<file path="src/rtl/stopwatch_ctrl.sv">
// Stopwatch control FSM: conditions the three push-buttons (2-flop
// synchroniser + debounce counter), arbitrates press events, sequences the
// tenths/seconds counter chain (CE/CLR) and drives the display hold line.
module stopwatch_ctrl #(
    parameter int DEB_BITS = 17,
    parameter bit SAT      = 1'b1
) (
    input  logic       CLK,
    input  logic       R,
    input  logic       TICK,
    input  logic       BTN_SS,
    input  logic       BTN_LAP,
    input  logic       BTN_CLR,
    input  logic       AT_MAX,
    output logic       CE,
    output logic       CLR,
    output logic       HOLD,
    output logic [1:0] STATE
);

    typedef enum logic [1:0] {
        ST_IDLE  = 2'b00,
        ST_RUN   = 2'b01,
        ST_STOP  = 2'b10,
        ST_SPLIT = 2'b11
    } state_e;

    localparam logic [DEB_BITS-1:0] CNT_MAX = {DEB_BITS{1'b1}};
    localparam logic [DEB_BITS-1:0] CNT_ONE = {{(DEB_BITS-1){1'b0}}, 1'b1};

    // Button lanes: bit 0 = start/stop, bit 1 = lap, bit 2 = clear.
    logic [2:0]          btn_raw_s;
    logic [2:0]          sync1_r;
    logic [2:0]          sync2_r;
    logic [2:0]          deb_lvl_r;
    logic [2:0]          deb_lvl_d_r;
    logic [DEB_BITS-1:0] deb_cnt_r [3];
    logic [2:0]          press_s;

    logic   ev_ss_s;
    logic   ev_lap_s;
    logic   ev_clr_s;
    logic   sat_stop_s;
    logic   counting_s;

    state_e state_r;
    state_e state_next_s;
    logic   clr_next_s;
    logic   clr_r;
    logic   hold_r;

    assign btn_raw_s = {BTN_CLR, BTN_LAP, BTN_SS};

    // Two-flop synchroniser for the asynchronous raw buttons.
    always_ff @(posedge CLK or negedge R) begin
        if (!R) begin
            sync1_r <= 3'b000;
            sync2_r <= 3'b000;
        end else begin
            sync1_r <= btn_raw_s;
            sync2_r <= sync1_r;
        end
    end

    // Debounce: the level only follows the synced input after it has
    // differed for a full counter wrap; any agreement restarts the count.
    always_ff @(posedge CLK or negedge R) begin
        if (!R) begin
            for (int i = 0; i < 3; i++) begin
                deb_cnt_r[i] <= {DEB_BITS{1'b0}};
            end
            deb_lvl_r   <= 3'b000;
            deb_lvl_d_r <= 3'b000;
        end else begin
            for (int i = 0; i < 3; i++) begin
                if (sync2_r[i] == deb_lvl_r[i]) begin
                    deb_cnt_r[i] <= {DEB_BITS{1'b0}};
                end else if (deb_cnt_r[i] == CNT_MAX) begin
                    deb_lvl_r[i] <= sync2_r[i];
                    deb_cnt_r[i] <= {DEB_BITS{1'b0}};
                end else begin
                    deb_cnt_r[i] <= deb_cnt_r[i] + CNT_ONE;
                end
            end
            deb_lvl_d_r <= deb_lvl_r;
        end
    end

    // Rising edge of the debounced level is the press event; releases are silent.
    assign press_s = deb_lvl_r & ~deb_lvl_d_r;

    // Event arbitration (clear beats start/stop beats lap) and next-state logic.
    always_comb begin
        ev_clr_s     = press_s[2];
        ev_ss_s      = press_s[0] & ~press_s[2];
        ev_lap_s     = press_s[1] & ~press_s[0] & ~press_s[2];
        sat_stop_s   = SAT & TICK & AT_MAX;
        state_next_s = state_r;
        clr_next_s   = 1'b0;
        case (state_r)
            ST_IDLE: begin
                if (ev_clr_s) begin
                    clr_next_s = 1'b1;
                end else if (ev_ss_s) begin
                    state_next_s = ST_RUN;
                end else begin
                    state_next_s = ST_IDLE;
                end
            end
            ST_RUN: begin
                if (ev_ss_s || sat_stop_s) begin
                    state_next_s = ST_STOP;
                end else if (ev_lap_s) begin
                    state_next_s = ST_SPLIT;
                end else begin
                    state_next_s = ST_RUN;
                end
            end
            ST_SPLIT: begin
                if (ev_ss_s || sat_stop_s) begin
                    state_next_s = ST_STOP;
                end else if (ev_lap_s) begin
                    state_next_s = ST_RUN;
                end else begin
                    state_next_s = ST_SPLIT;
                end
            end
            ST_STOP: begin
                if (ev_clr_s) begin
                    state_next_s = ST_IDLE;
                    clr_next_s   = 1'b1;
                end else if (ev_ss_s) begin
                    state_next_s = ST_RUN;
                end else begin
                    state_next_s = ST_STOP;
                end
            end
            default: begin
                state_next_s = ST_IDLE;
                clr_next_s   = 1'b0;
            end
        endcase
    end

    // State register plus the registered clear pulse and display hold.
    always_ff @(posedge CLK or negedge R) begin
        if (!R) begin
            state_r <= ST_IDLE;
            clr_r   <= 1'b0;
            hold_r  <= 1'b0;
        end else begin
            state_r <= state_next_s;
            clr_r   <= clr_next_s;
            hold_r  <= (state_next_s == ST_SPLIT);
        end
    end

    // CE is combinational so each tick is forwarded in its own cycle; the
    // old state decides, so a stop event coincident with a tick still counts.
    assign counting_s = (state_r == ST_RUN) || (state_r == ST_SPLIT);
    assign CE         = TICK & counting_s & ~(SAT & AT_MAX) & ~clr_r;

    assign CLR   = clr_r;
    assign HOLD  = hold_r;
    assign STATE = state_r;

endmodule

</file>
<file path="config.mk">
export PLATFORM = sky130hd
export DESIGN_NAME = stopwatch_ctrl
export DESIGN_NICKNAME = d
export VERILOG_FILES = /design/src/rtl/stopwatch_ctrl.sv
export SDC_FILE = /design/constraint.sdc
export NUM_CORES = 1
export LEC_CHECK = 0
export ABC_AREA = 1
export CORE_ASPECT_RATIO = 1.1
export CORE_MARGIN = 5
export CORE_UTILIZATION = 35
export CTS_BUF_LIST = sky130_fd_sc_hd__clkbuf_4
export CTS_CLUSTER_DIAMETER = 80
export CTS_CLUSTER_SIZE = 40
export DETAILED_ROUTE_END_ITERATION = 8
export PLACE_DENSITY_LB_ADDON = 0.08
export SYNTH_ARGS = -nofsm -noshare
export SYNTH_HDL_FRONTEND = slang
export SYNTH_SLANG_ARGS = --single-unit
</file>
<file path="constraint.sdc">
create_clock -name CLK -period 3.85 [get_ports CLK]
set_clock_uncertainty 0.15 [all_clocks]
set_input_delay 0.77 -clock CLK [delete_from_list [all_inputs] [get_ports CLK]]
set_output_delay 0.77 -clock CLK [all_outputs]
set_load 0.01 [all_outputs]
</file>
==> results.toml, run 1 <==
[outcome]
status = "complete, no violations"

[clock_tree]
hold_buffers = 0
cts_max_path_buffers = 2
postCtsSetupBuffers = 0
clk_pin_slew_worst_paths_ns = 0.13
worstSkewPairLatency_ns = 0.40
cts_sinks = 67
cts_tree = "built"
root_buffer = "clkbuf_4"
htreeDepth = 3
numCtsBuffers = 9
ctsResizeCount = 0

[logic_synthesis]
synth-seq-cells = 67
synth_cells = 391
synth.area.top_cells = "dfrtp_1 51%, nor2_1 9.3%, nand2_1 9.0%, inv_1 5.5%, a21oi_1 2.5%"
synth_common_cells = "81 x nor2_1, 78 x nand2_1, 67 x dfrtp_1, 48 x inv_1, 16 x a21oi_1"
yosys.area.top_type = "dfrtp_1"
synth_nets = 404
ys.flop_type = "dfrtp_1"
syn_area_um2 = 3260
yosysTopAreaCellShare_pct = 51.5
ys_types = 27
synth-warning-count = 0
synth_edf_count = 0
synthArstFlopShare_pct = 100
synth_seq_area_share_pct = 51.5
yosysMostFrequentCell = "nor2_1"
avgSynthCellArea_um2 = 8.33

[timing]
min_period_ns = 2.92
setup-violations-final = 0
relSlewSlack_pct = 54.5
layout_setup_ws_ns = 0.926
tightestPinTransition_ns = 0.683
hold_viol_final = 0
period_share_pct = 75.9
finalSetupTns_ns = 0
rsz0062_at_grt = "no"
slew_violations = 0
max_freq_ghz = 0.342

[floorplan]
dieArea_um2 = 11300
die_x_um = 102
start_util_pct = 35.3
boundaryPins = 12
die_y_um = 111
rows = 37
coreArea_um2 = 9210

[critical_path]
reg2reg_to = "deb_cnt_r[19]$_DFF_PN0_"
crit_top_cell = "clkdlybuf4s50_1"
endpoint_kind = "primary output"
crit_type = "input pin to primary output"
worst_path_max_delay_cell = "clkdlybuf4s50_1"
worstRegToRegCells = 11
cp_max_fo = 2
start_kind = "input pin"
crit_chain = "clkdlybuf4s50_1 -> nand2_1 -> nor3_1 -> clkdlybuf4s50_1"
crit_buf_inv = 2
r2r-start = "deb_cnt_r[17]$_DFF_PN0_"
crit_arrival_ns = 2.00
path_delay_family = "buffers and inverters"
crit_path_max_incr_delay_ns = 0.56
required_ns = 2.93
ff2ff_setup_slack_ns = 1.46

[worst_hold_path]
min_to = "sync2_r[1]$_DFF_PN0_"
worstHoldStart = "sync1_r[1]$_DFF_PN0_"
holdPathStages = 0
hp-class = "flip-flop to flip-flop"

[routing]
dr.first_iter.drc_count = 90
wire_per_inst_um = 11.0
route.detailed.drc = 0
ant_nets = 0
vias = 2452
wl_mm = 5.86
vias_per_cell = 4.60
firstDrtPassIters = 4

[pwr]
power_leakage_nw = 1.65
powerDensity_nw_per_um2 = 345
finalPower_w = 0.00126
ir_drop_mv = 0.142

[global_routing]
grt_first_pass_wirelength_mm = 10.5
grt_pass1_vias = 2377
overflow = 0
grt_max_degree = 40
antenna_found_initial = 0
grtUsageTotal_pct = 11.5

[placement]
io_buffers = 11
dpl_worst_slack_ns = 0.921
finalWeightedCongestion = 0.755
post-place-cells = 517
dpl.hpwl_mm = 4.19

[final_layout]
syn2layout_area_growth_pct = 11.6
diodes = 0
utilization_pct = 39.5
drive_gt1_share_pct = 12.3
stdcell_count = 533
nNetsFinal = 424

[job]
cap_viol_max_count = 0
==> flip-flops by register name, summed over array words and instances (netlist names) <==
name and cells:
deb_cnt_r 51, deb_lvl_d_r 3, deb_lvl_r 3, sync1_r 3
sync2_r 3, STATE 2, CLR 1, HOLD 1
==> per-layer routing <==
layer	part of all wire [%]	vias up	GRT usage, %
met5	0	-	0
met4	0.82	0	4.55
met2	47	28	18.0
li1	-	1282	-
met1	49	1138	14.9
met3	3.6	4	3.02
==> stage by stage <==
stage | hold slack (ns) | cell area (um2)
final | 0.214 | 3630
after global routing | 0.225 | 3630
after CTS | 0.217 | 3630
after detailed placement | 0.185 | 3490
after global placement | 0.182 | 3490
after floorplan | 0.181 | 3260
==> how the worst max path moves through the flow <==
stage | from | cells past startpoint | slack (ns) | end
floorplan | TICK | 2 | 1.86 | CE
global placement | TICK | 4 | 0.95 | CE
detailed placement | TICK | 4 | 0.92 | CE
CTS | TICK | 4 | 0.91 | CE
global route | TICK | 4 | 0.89 | CE
finish | TICK | 4 | 0.93 | CE
==> cells in the final DEF, fill, tap and decap left out <==
cell type,n
nor2_1,81
nand2_1,78
dfrtp_1,67
inv_1,48
a21oi_1,16
nand3_1,15
o21ai_0,14
nand2_2,10
nor3_1,10
clkdlybuf4s50_1,10
clkbuf_4,9
nand4_1,7
nor2_2,6
ha_1,6
nor3b_1,5
nor3_4,3
nand3_2,3
nor2_4,3
xnor2_1,3
o21ai_1,3
and2_4,2
o21ai_2,2
inv_6,2
clkinv_2,2
a21boi_0,1
inv_2,1
nor3_2,1
and2_1,1
a21oi_2,1
mux2_2,1
clkinv_4,1
clkinvlp_4,1
bufinv_16,1
buf_2,1
buf_12,1
==> layout make-up <==
class,count,area [um2]
Fill cell,938,5580
Sequential cell,67,1680
Multi-Input combinational cell,272,1360
Inverter,49,184
Tap cell,117,146
Timing Repair Buffer,12,125
Clock inverter,7,73.8
Clock buffer,9,67.6
==> where the power goes <==
| part | switching [W] | internal [W] |
|---|---|---|
| registers | 0.00000846 | 0.000716 |
| logic | 0.0000360 | 0.0000211 |
| clock network | 0.000273 | 0.000201 |
==> logic make-up (layout without fill, tap and decap cells) <==
group	Yosys count	count (layout)	share of synthesized area, %
xor gates and xnor gates	3	3	0.807
and+or+nand+nor	225	225	32.2
muxes	1	1	0.346
adders and majority gates	6	6	2.31
buffers and inverters	52	77	6.69
DFF	67	67	51.5
AOI/OAI and AO/OA	37	37	6.11
Note: power is estimated with default switching activity, not from simulation.
==> run 2, diff against run 1 <==
==> constraint.sdc (replaced) <==
create_clock -name CLK -period 3 [get_ports CLK]
set_clock_uncertainty 0.15 [all_clocks]
set_input_delay 0.6 -clock CLK [delete_from_list [all_inputs] [get_ports CLK]]
set_output_delay 0.6 -clock CLK [all_outputs]
set_load 0.01 [all_outputs]
==> run 2 against run 1 <==
Final area grew 0.24%. Largest cell class unchanged. Via count shrank 1.9%. First-iteration DRC count shrank 23%. Routed wire length grew 0.22%. Critical path depth is the same. Die area is the same. Setup slack lost 0.53 ns. Utilization grew 0.095 points.
==> results.toml, run 2 (synthesis gave the netlist of run 1 again) <==
[clock_tree]
cts_max_path_buffers = 2
ctsResizeCount = 0
htreeDepth = 3
numCtsBuffers = 9
root_buffer = "clkbuf_4"
hold_buffers = 0
cts_sinks = 67
clk_pin_slew_worst_paths_ns = 0.12
worstSkewPairLatency_ns = 0.41
cts_tree = "built"
postCtsSetupBuffers = 0

[global_routing]
antenna_found_initial = 0
grtUsageTotal_pct = 11.8
grt_pass1_vias = 2403
grt_use_met2_pct = 18.8
globalRouteMet3Util_pct = 2.33
grt_max_degree = 41
grt_first_pass_wirelength_mm = 10.7
grt-busiest-layer = "met2"
use_met1_pct = 15.3
overflow = 0

[placement]
io_buffers = 11
finalWeightedCongestion = 0.751
dpl.hpwl_mm = 4.27

[critical_path]
worstRegToRegCells = 9
crit_path_max_incr_delay_ns = 0.57
crit_buf_inv = 2
cp_max_fo = 2
required_ns = 2.25
start_kind = "input pin"
worst_path_max_delay_cell = "clkdlybuf4s50_1"
ff2ff_setup_slack_ns = 0.70
crit_top_cell = "clkdlybuf4s50_1"
r2r-start = "deb_cnt_r[0]$_DFF_PN0_"
endpoint_kind = "primary output"
crit_chain = "clkdlybuf4s50_1 -> nand2_1 -> nor3_1 -> clkdlybuf4s50_1"
reg2reg_to = "deb_cnt_r[2]$_DFF_PN0_"
crit_arrival_ns = 1.86
crit_type = "input pin to primary output"
path_delay_family = "buffers and inverters"

[floorplan]
die_y_um = 111
boundaryPins = 12
dieArea_um2 = 11300
rows = 37
coreArea_um2 = 9210
die_x_um = 102
start_util_pct = 35.3

[routing]
wire_per_inst_um = 11.0
firstDrtPassIters = 4
ant_nets = 0
vias = 2405
route.detailed.drc = 0
wl_mm = 5.87
vias_per_cell = 4.50
dr.first_iter.drc_count = 69

[job]
cap_viol_max_count = 0

[final_layout]
fillCellCount = 966
drive_gt1_share_pct = 12.4
syn2layout_area_growth_pct = 11.9
multi_input_area_um2 = 1360
nNetsFinal = 426
largest_register_ffs = 51
final_cell_mix = "81 x nor2_1, 78 x nand2_1, 67 x dfrtp_1"
regMostFlops = "deb_cnt_r"
diodes = 0
utilization_pct = 39.5
ff_latch_area_um2 = 1680
final_common_cell = "nor2_1"

[timing]
period_share_pct = 86.9
hold_viol_final = 0
setup-violations-final = 0
slew_violations = 0
tightestPinTransition_ns = 0.662
min_period_ns = 2.61
finalSetupTns_ns = 0
rsz0062_at_grt = "no"
max_freq_ghz = 0.383
relSlewSlack_pct = 55.8
whs_ns = 0.0569

[worst_hold_path]
hp-class = "input pin to async pin"

[pwr]
ir_drop_mv = 0.195
power_leakage_nw = 1.65
powerDensity_nw_per_um2 = 438

[outcome]
status = "complete, no violations"
run 2: cell types whose count changed in the layout (fill, tap and decap cells not counted), sizes merged:
cell      previous run  this run
buf                  2         4
clkinvlp             1         2
inv                 51        50
run 2: worst max-delay path by stage:
| stage | start | end | slack [ns] | depth (start not counted) |
|---|---|---|---|---|
| after floorplan | deb_cnt_r[34]$_DFF_PN0_ | deb_cnt_r[42]$_DFF_PN0_ | 1.08 | 12 |
| after global placement | TICK | CE | 0.44 | 4 |
| after detailed placement | TICK | CE | 0.37 | 4 |
| after CTS | TICK | CE | 0.37 | 4 |
| after global routing | TICK | CE | 0.29 | 4 |
| final | TICK | CE | 0.39 | 4 |
run 2: report_power, final:
group	total (W)	switching [W]	internal [W]
combinational	0.0000763	0.0000475	0.0000288
clock	0.000592	0.000341	0.000251
sequential	0.000930	0.0000110	0.000918
total	0.00160	0.000399	0.00120
run 2: cell type report:
class	instances	area share [%]
multi-input combinational	272	37.4
clock inverter	7	1.85
tap	117	4.02
clock buffer	9	1.85
timing repair buffer	14	3.85
sequential	67	46.0
inverter	49	5.05
run 2: stage by stage:
step           worst slack, ns  total power [W]  std cells  area (um2)
2_1_floorplan             1.08         0.000984        391        3260
3_3_place_gp             0.441          0.00103        519        3510
3_5_place_dp             0.373          0.00103        519        3510
4_1_cts                  0.369          0.00163        535        3640
5_1_grt                  0.287          0.00169        535        3640
6_report                 0.392          0.00160        535        3640
run 2: per-layer routing:
layer / up-vias / part of all wire, %
met5: - / 0
met4: 0 / 2.2
met3: 11 / 2.6
met2: 21 / 45
met1: 1086 / 50
li1: 1287 / -
run 2: worst register-to-register path, stage by stage (launching register included):
cell and delay, ns:
dfrtp_1 0.41, ha_1 0.22, nand2_1 0.15, nor3_4 0.08, nand4_1 0.09, nor2_1 0.05
ha_1 0.20, nor2_2 0.50, inv_1 0.18, nor3b_1 0.20
==> run 3, diff against run 2 <==
--- a/config.mk
+++ b/config.mk
@@ -8,12 +8,13 @@
 export ABC_AREA = 1
 export CORE_ASPECT_RATIO = 1.1
 export CORE_MARGIN = 5
-export CORE_UTILIZATION = 35
+export CORE_UTILIZATION = 30
 export CTS_BUF_LIST = sky130_fd_sc_hd__clkbuf_4
 export CTS_CLUSTER_DIAMETER = 80
 export CTS_CLUSTER_SIZE = 40
 export DETAILED_ROUTE_END_ITERATION = 8
 export PLACE_DENSITY_LB_ADDON = 0.08
+export SETUP_SLACK_MARGIN = 0.02
 export SYNTH_ARGS = -nofsm -noshare
 export SYNTH_HDL_FRONTEND = slang
 export SYNTH_SLANG_ARGS = --single-unit
==> run 3 against run 2 <==
Non-clock buffer count rose by 1. Via count is 1.0% higher. Routed wire length up 3.5%. Clock power decreased by 1%. Final area rose by 0.96%. Critical path type unchanged. Global-route usage down 1.2 points.
==> results.toml, run 3 (synthesis gave the netlist of run 1 again) <==
[critical_path]
crit_buf_inv = 2
crit_path_max_incr_delay_ns = 0.57
start_kind = "input pin"
crit_chain = "clkdlybuf4s50_1 -> nand2_1 -> nor3_1 -> clkdlybuf4s50_1"
cp_max_fo = 2
worst_path_max_delay_cell = "clkdlybuf4s50_1"
required_ns = 2.25
endpoint_kind = "primary output"
crit_arrival_ns = 1.84
crit_type = "input pin to primary output"
crit_top_cell = "clkdlybuf4s50_1"
path_delay_family = "buffers and inverters"

[timing]
slew_violations = 0
min_period_ns = 2.59
period_share_pct = 86.2
tightestPinTransition_ns = 0.652
rsz0062_at_grt = "no"
layout_setup_ws_ns = 0.413
hold_viol_final = 0
max_freq_ghz = 0.387
relSlewSlack_pct = 56.6
finalSetupTns_ns = 0
setup-violations-final = 0

[global_routing]
grt_max_degree = 43
grt_first_pass_wirelength_mm = 10.8
grt_use_met2_pct = 16.0
antenna_found_initial = 0
grt_pass1_vias = 2412
grtUsageTotal_pct = 10.6
use_met1_pct = 13.4
grt-busiest-layer = "met2"
globalRouteMet3Util_pct = 2.76
overflow = 0

[clock_tree]
clk_pin_slew_worst_paths_ns = 0.11
htreeDepth = 3
worstSkewPairLatency_ns = 0.42
root_buffer = "clkbuf_4"
postCtsSetupBuffers = 0
cts_max_path_buffers = 2
cts_tree = "built"
cts_sinks = 67
ctsResizeCount = 0
numCtsBuffers = 9
hold_buffers = 0

[floorplan]
coreArea_um2 = 10800
boundaryPins = 12
start_util_pct = 30.3
rows = 40
die_x_um = 109
die_y_um = 119
dieArea_um2 = 13000

[routing]
dr.first_iter.drc_count = 76
vias_per_cell = 4.30
wl_mm = 6.08
route.detailed.drc = 0
firstDrtPassIters = 5
wire_per_inst_um = 10.8
vias = 2429
ant_nets = 0

[final_layout]
syn2layout_area_growth_pct = 13.0
final_common_cell = "nor2_1"
final_cell_mix = "81 x nor2_1, 78 x nand2_1, 67 x dfrtp_1"
drive_gt1_share_pct = 12.2
regMostFlops = "deb_cnt_r"
largest_register_ffs = 51
nNetsFinal = 427
diodes = 0

[placement]
dpl_worst_slack_ns = 0.397
io_buffers = 11
finalWeightedCongestion = 0.754
dpl.hpwl_mm = 4.34

[pwr]
powerDensity_nw_per_um2 = 432
ir_drop_mv = 0.132
finalPower_w = 0.00159
power_leakage_nw = 1.66

[outcome]
status = "complete, no violations"

[job]
cap_viol_max_count = 0

[worst_hold_path]
hp-class = "input pin to async pin"
## run 3: cell types whose count changed in the layout (fill, tap and decap cells not counted), sizes merged
cell	before	now
buf	4	5
clkbuf	9	11
clkinvlp	2	0
inv	50	49
## run 3: through the flow
step	util [%]	cell area (um2)	instances	hold slack, ns
CTS	34.2	3680	565	0.0269
finish	34.2	3680	565	0.0401
global route	34.2	3680	565	0.0512
global placement	33.0	3550	550	0.184
detailed placement	33.0	3550	550	0.187
floorplan	-	3260	391	0.154
## run 3: power breakdown
part / total [W] / internal, W / switching (W) / leakage, nW
Combinational: 0.0000767 / 0.0000294 / 0.0000473 / 0.673
Sequential: 0.000930 / 0.000918 / 0.0000114 / 0.912
Clock: 0.000584 / 0.000262 / 0.000322 / 0.0718
Total: 0.00159 / 0.00121 / 0.000380 / 1.66
## run 3: layout make-up
class	instances	area, um2
repair buffers	15	148
clock inverters	4	42.5
multi-input cells	272	1360
fillers	1127	7080
inverters	49	184
clock buffers	11	82.6
flip-flops and latches	67	1680
well taps	147	184
## run 3: per-layer routing
layer,vias to the layer above,wire length [um]
met1,1113,2970
li1,1276,-
met3,11,212
met5,-,0
met2,29,2730
met4,0,165
## run 3: final timing paths
| path | from | to | slack (ns) | cells past startpoint |
|---|---|---|---|---|
| worst min-delay path | R | deb_cnt_r[38]$_DFF_PN0_ | 0.04 | 1 |
| worst max-delay path | TICK | CE | 0.41 | 4 |
| min in group CLK | sync1_r[2]$_DFF_PN0_ | sync2_r[2]$_DFF_PN0_ | 0.21 | 0 |
| worst max register to register | deb_cnt_r[34]$_DFF_PN0_ | deb_cnt_r[37]$_DFF_PN0_ | 0.74 | 12 |
| worst min register to register | sync1_r[2]$_DFF_PN0_ | sync2_r[2]$_DFF_PN0_ | 0.21 | 0 |
| max in group asynchronous | R | deb_cnt_r[11]$_DFF_PN0_ | 2.00 | 2 |
## run 3: worst register-to-register path, stage by stage, from the launching register on
cell and delay, ns:
dfrtp_1 0.43, ha_1 0.23, nand2_2 0.12, nor3_4 0.06
nand2_2 0.08, nor2_2 0.04, nand3_1 0.07, nor2_1 0.04
ha_1 0.20, nor2_2 0.38, buf_4 0.21, o21ai_0 0.07
a21oi_1 0.11
